## config.mk

```make
export PLATFORM = sky130hd
export DESIGN_NAME = picomips_host_flat
export DESIGN_NICKNAME = d
export VERILOG_FILES = /design/src/rtl/picomips_host_if.sv /design/src/rtl/picomips_host.sv /design/src/flat_wrapper.sv
export SDC_FILE = /design/constraint.sdc
export NUM_CORES = 1
export LEC_CHECK = 0
export CAP_MARGIN = 5
export CELL_PAD_IN_SITES_DETAIL_PLACEMENT = 1
export CELL_PAD_IN_SITES_GLOBAL_PLACEMENT = 1
export CORE_MARGIN = 2
export CORE_UTILIZATION = 39
export DETAILED_ROUTE_END_ITERATION = 8
export HOLD_SLACK_MARGIN = 0.02
export PLACE_DENSITY_LB_ADDON = 0.12
export SETUP_SLACK_MARGIN = 0.15
export SLEW_MARGIN = 15
export SYNTH_ARGS = -nofsm -noshare
export SYNTH_HDL_FRONTEND = slang
export SYNTH_SLANG_ARGS = --single-unit
```

## constraint.sdc

```tcl
create_clock -name Clock -period 6.4 [get_ports Clock]
set_input_delay 1.92 -clock Clock [delete_from_list [all_inputs] [get_ports Clock]]
set_output_delay 1.92 -clock Clock [all_outputs]
set_load 0.03 [all_outputs]
```

## src/rtl/picomips_host_if.sv

```systemverilog
// Host-side bundle for the picoMips driver: input pair handshake, switch/LED lines and result handshake.
// The master modport is the environment (stimulus, processor LED, result consumer); slave is the driver.
interface picomips_host_if;
    logic              InValid;
    logic              InReady;
    logic signed [7:0] InX;
    logic signed [7:0] InY;
    logic signed [7:0] SwData;
    logic              SwStrobe;
    logic signed [7:0] Led;
    logic              ResValid;
    logic              ResReady;
    logic signed [7:0] ResX;
    logic signed [7:0] ResY;
    logic              Busy;

    modport master (
        output InValid, InX, InY, Led, ResReady,
        input  InReady, SwData, SwStrobe, ResValid, ResX, ResY, Busy
    );

    modport slave (
        input  InValid, InX, InY, Led, ResReady,
        output InReady, SwData, SwStrobe, ResValid, ResX, ResY, Busy
    );
endinterface

```

## src/rtl/picomips_host.sv

```systemverilog
// Drives the picoMips SW[8] handshake: presents x then y on SW[7:0], strobes SW[8] with a fixed
// hold per phase, captures the two LED outputs and returns them as a result pair.
module picomips_host #(
    parameter int HOLD = 48,
    parameter int CW   = 8
) (
    input logic           Clock,
    input logic           nReset,
    picomips_host_if.slave bus
);
    // state | meaning
    // IDLE  | waiting for an input pair (and for any pending result to be taken)
    // X_HI  | x on SwData, strobe high: processor loads x
    // X_LO  | strobe low
    // Y_HI  | y on SwData, strobe high: processor loads y
    // Y_LO  | strobe low; x2 appears on LED
    // R_HI  | strobe high; y2 appears on LED
    // R_LO  | strobe low; processor settles back to its initial wait
    typedef enum logic [2:0] {IDLE, X_HI, X_LO, Y_HI, Y_LO, R_HI, R_LO} state_t;

    localparam logic [CW-1:0] LOAD = CW'(HOLD - 1);

    state_t            state;
    state_t            state_nx;
    logic [CW-1:0]     cnt;
    logic              cnt_zero;
    logic              armed;
    logic              accept;
    logic signed [7:0] y_lat;

    assign cnt_zero = (cnt == '0);

    always_ff @(posedge Clock or negedge nReset) begin
        if (!nReset) state <= IDLE;
        else         state <= state_nx;
    end

    always_comb begin
        state_nx = state;
        case (state)
            IDLE:    if (accept)   state_nx = X_HI;
            X_HI:    if (cnt_zero) state_nx = X_LO;
            X_LO:    if (cnt_zero) state_nx = Y_HI;
            Y_HI:    if (cnt_zero) state_nx = Y_LO;
            Y_LO:    if (cnt_zero) state_nx = R_HI;
            R_HI:    if (cnt_zero) state_nx = R_LO;
            R_LO:    if (cnt_zero) state_nx = IDLE;
            default: state_nx = IDLE;
        endcase
    end

    // armed keeps InReady low while reset is held and for the first edge after release
    always_comb begin
        bus.InReady  = armed && (state == IDLE) && !bus.ResValid;
        accept       = bus.InValid && bus.InReady;
        bus.SwStrobe = (state == X_HI) || (state == Y_HI) || (state == R_HI);
        bus.Busy     = (state != IDLE);
    end

    always_ff @(posedge Clock or negedge nReset) begin
        if (!nReset) begin
            cnt <= '0;
        end else if (state_nx != state) begin
            cnt <= (state_nx == IDLE) ? '0 : LOAD;
        end else if (!cnt_zero) begin
            cnt <= cnt - 1'b1;
        end
    end

    always_ff @(posedge Clock or negedge nReset) begin
        if (!nReset) begin
            armed        <= 1'b0;
            y_lat        <= '0;
            bus.SwData   <= '0;
            bus.ResX     <= '0;
            bus.ResY     <= '0;
            bus.ResValid <= 1'b0;
        end else begin
            armed <= 1'b1;
            if (accept) begin
                y_lat      <= bus.InY;
                bus.SwData <= bus.InX;
            end
            if (state == X_LO && cnt_zero) bus.SwData <= y_lat;
            if (state == Y_LO && cnt_zero) bus.ResX <= bus.Led;
            if (state == R_HI && cnt_zero) bus.ResY <= bus.Led;
            if (state == R_LO && cnt_zero)
                bus.ResValid <= 1'b1;
            else if (bus.ResValid && bus.ResReady)
                bus.ResValid <= 1'b0;
        end
    end
endmodule
```

## src/flat_wrapper.sv

```systemverilog
// flat-port wrapper written by rule: the top's interface ports become plain ports
module picomips_host_flat 
#(
    parameter int HOLD = 48,
    parameter int CW   = 8
)
  (Clock, nReset, bus_InValid, bus_InX, bus_InY, bus_Led, bus_ResReady, bus_InReady, bus_SwData, bus_SwStrobe, bus_ResValid, bus_ResX, bus_ResY, bus_Busy);
  picomips_host_if bus_i ();
  input logic Clock;
  input logic nReset;
  input wire logic [$bits(bus_i.InValid)-1:0] bus_InValid;
  input wire logic [$bits(bus_i.InX)-1:0] bus_InX;
  input wire logic [$bits(bus_i.InY)-1:0] bus_InY;
  input wire logic [$bits(bus_i.Led)-1:0] bus_Led;
  input wire logic [$bits(bus_i.ResReady)-1:0] bus_ResReady;
  output wire logic [$bits(bus_i.InReady)-1:0] bus_InReady;
  output wire logic [$bits(bus_i.SwData)-1:0] bus_SwData;
  output wire logic [$bits(bus_i.SwStrobe)-1:0] bus_SwStrobe;
  output wire logic [$bits(bus_i.ResValid)-1:0] bus_ResValid;
  output wire logic [$bits(bus_i.ResX)-1:0] bus_ResX;
  output wire logic [$bits(bus_i.ResY)-1:0] bus_ResY;
  output wire logic [$bits(bus_i.Busy)-1:0] bus_Busy;
  assign bus_i.InValid = bus_InValid;
  assign bus_i.InX = bus_InX;
  assign bus_i.InY = bus_InY;
  assign bus_i.Led = bus_Led;
  assign bus_i.ResReady = bus_ResReady;
  assign bus_InReady = bus_i.InReady;
  assign bus_SwData = bus_i.SwData;
  assign bus_SwStrobe = bus_i.SwStrobe;
  assign bus_ResValid = bus_i.ResValid;
  assign bus_ResX = bus_i.ResX;
  assign bus_ResY = bus_i.ResY;
  assign bus_Busy = bus_i.Busy;
  picomips_host #(.HOLD(HOLD), .CW(CW)) u_core (.Clock(Clock), .nReset(nReset), .bus(bus_i));
endmodule
```

==> run metrics <==
status=finished, final reports clean; DR vias/cell=5.125; worst clock skew=between 0.006 and 0.007 ns; Congestion Overflow GR=0; Bufs on Longest Clock Path=2; nets=around 250; total track usage=18.08%; Rows=26; Initial Util=39.89%; Relative slew margins=between 30% and 40%; min cycle time layout=approximately 4.2 ns; routed via count=1512; CP Launch Type=flip-flop; setup TNS=0 ns; peak supply drop=roughly 0.00015 V; first-pass GRT wire length=7.534 mm; largest net degree at the start of global routing=46; mean area per synthesized cell=11.75 µm²; hold_buf cts=0; drt pass-1 iters=4; Slew Limit Fails=0; WP data arrival=2.28 ns; Root Driver=clkbuf_8; Antenna diodes=0; final setup fails=0; Final period util=65.61%; vias in the first global route=1579; clock sink count=45; P per Cell Area=188.6 nW/µm²; Post-Syn Instances=170; CTS tree=yes; worst-margin pin slew=1.007 ns; antenna violations before repair=0; htree depth=2; CP max FO=13; ANT nets after route=0; HPWL after DPL=3.316 mm; fin util=approximately 54%; Worst-path clk slew=0.09 ns; cts repair resizes=0; Area Growth Syn to Fin=34.82%; port buffer count=55; area of the die=5712 µm²; Post-synth top flop=dfrtp_1; max_cap viols=0; Worst Hold Class=reg2reg; DR WL/cell=15.98 µm; initial DRC count=57; worst skew pair latency=about 0.31 ns; CP required=4.48 ns; drt drc=0; sequential share of the synthesized area=56.36%; synthesized area=between 1500 and 2000 µm²; die height=~76 µm; die width=75.58 µm; # Post-CTS Setup Buffers=0; RSZ-0062 raised after global routing=no; synth warn=0; CP endpoint kind=primary output; CTS Buf Count=5; share of cells above drive strength 1=17.33%; Final Hold Viols=0; syn nets=roughly 200; Core Area=between 5000 and 6000 µm²; I/O pins=56; Synth Register Bits=45; CP Class=reg2out; ys async rst share=100.0%; number of synthesized flops with an enable pin=0; RePlAce Congestion=just under 0.8; FMAX=238.1 MHz; routed wire length=~4.7 mm; Pleak=1.146 nW; count of different cell masters after synthesis=40
==> cells in the mapped netlist, drive strengths merged (3+ instances only) <==
master,number,area (µm²)
a21oi,14,70.07
and2,3,18.77
buf,3,13.76
clkbuf,5,18.77
dfrtp,45,1126
inv,14,52.55
mux2,25,281.5
nand2,8,32.54
nor2,6,22.52
nor3,4,20.02
o21ai,5,25.02
o22ai,9,56.30
==> kinds of logic (layout without fill, tap and decap cells) <==
| logic type | Yosys count | after routing | share of synthesized area (%) |
|---|---|---|---|
| DFF | 45 | 45 | 56.36 |
| buffers and inverters | 22 | 77 | 4.258 |
| adders and majority gates | 2 | 2 | 1.127 |
| xor gates and xnor gates | 1 | 1 | 0.4384 |
| muxes | 27 | 27 | 15.09 |
| other | 1 | 1 | 0.1877 |
| AOI/OAI and AO/OA | 40 | 40 | 12.40 |
| and+or+nand+nor | 32 | 32 | 10.15 |
==> layer usage <==
metal	track usage [%]	share of wire, %
met5	0	0
met4	7.018	1.6
met3	5.952	5.7
met2	29.95	51
met1	21.90	41
==> placed cells by master, fill, tap and decap left out, types with 2 or more instances in the layout <==
cell type	netlist	final
a21oi_1	14	14
and2_1	3	3
clkbuf_8	0	5
clkdlybuf4s50_1	0	54
dfrtp_1	45	45
inv_1	14	14
mux2_2	25	25
mux2i_1	2	2
nand2_1	7	7
nand3_1	2	2
nor2_1	6	6
nor3_1	4	4
o21a_1	2	2
o21ai_0	5	5
o22ai_1	9	9
==> layout make-up <==
class	count	area, µm²
Fill cell	542	2316
Multi-Input combinational cell	103	792.0
Clock inverter	3	21.27
Timing Repair Buffer	55	545.5
Inverter	14	52.55
Clock buffer	5	68.82
Sequential cell	45	1126
Tap cell	70	87.58
==> per-stage QoR <==
stage / setup slack, ns / cell area (µm²) / hold WS, ns / power (mW) / cells
floorplan: 3.328 / 1998 / 0.4797 / 0.3022 / 170
global placement: 2.597 / 2599 / 0.4877 / 0.3300 / 287
CTS: 2.171 / 2689 / 0.5201 / 0.5162 / 295
global route: 2.116 / 2694 / 0.5326 / 0.5282 / 295
detailed placement: 2.473 / 2599 / 0.4958 / 0.3313 / 287
finish: 2.201 / 2694 / 0.5137 / 0.5079 / 295
==> critical path: stages, from the launching register on <==
cell	delay (ns)
dfrtp_1	0.54
nor3_1	0.54
and3_1	0.23
clkdlybuf4s50_1	0.66
==> registers in the layout (all words and copies together), names as in the netlist <==
register,flops
u_core.bus.ResValid,1
u_core.cnt,8
u_core.bus.ResY,8
u_core.armed,1
u_core.y_lat,8
u_core.bus.ResX,8
u_core.bus.SwData,8
u_core.state,3
==> power breakdown <==
group	switching (mW)	total, mW	internal, mW
sequential	0.00150	0.288	0.287
clock	0.106	0.183	0.0776
combinational	0.0158	0.0364	0.0206
==> path summary, 6_finish.rpt <==
path	start	to	slack (ns)	cells past startpoint
worst max-delay path	u_core.state[0]$_DFF_PN0_	bus_InReady	2.20	3
worst min-delay path	u_core.bus.ResX[2]$_DFFE_PN0P_	u_core.bus.ResX[2]$_DFFE_PN0P_	0.51	1
worst max register to register	u_core.cnt[0]$_DFFE_PN0P_	u_core.bus.ResX[4]$_DFFE_PN0P_	3.78	6
worst min register to register	u_core.bus.ResX[2]$_DFFE_PN0P_	u_core.bus.ResX[2]$_DFFE_PN0P_	0.51	1
max in group asynchronous	nReset	u_core.bus.SwData[0]$_DFFE_PN0P_	4.00	1
min in group asynchronous	nReset	u_core.cnt[6]$_DFFE_PN0P_	1.77	1
Note: power is estimated with default switching activity, not from simulation.
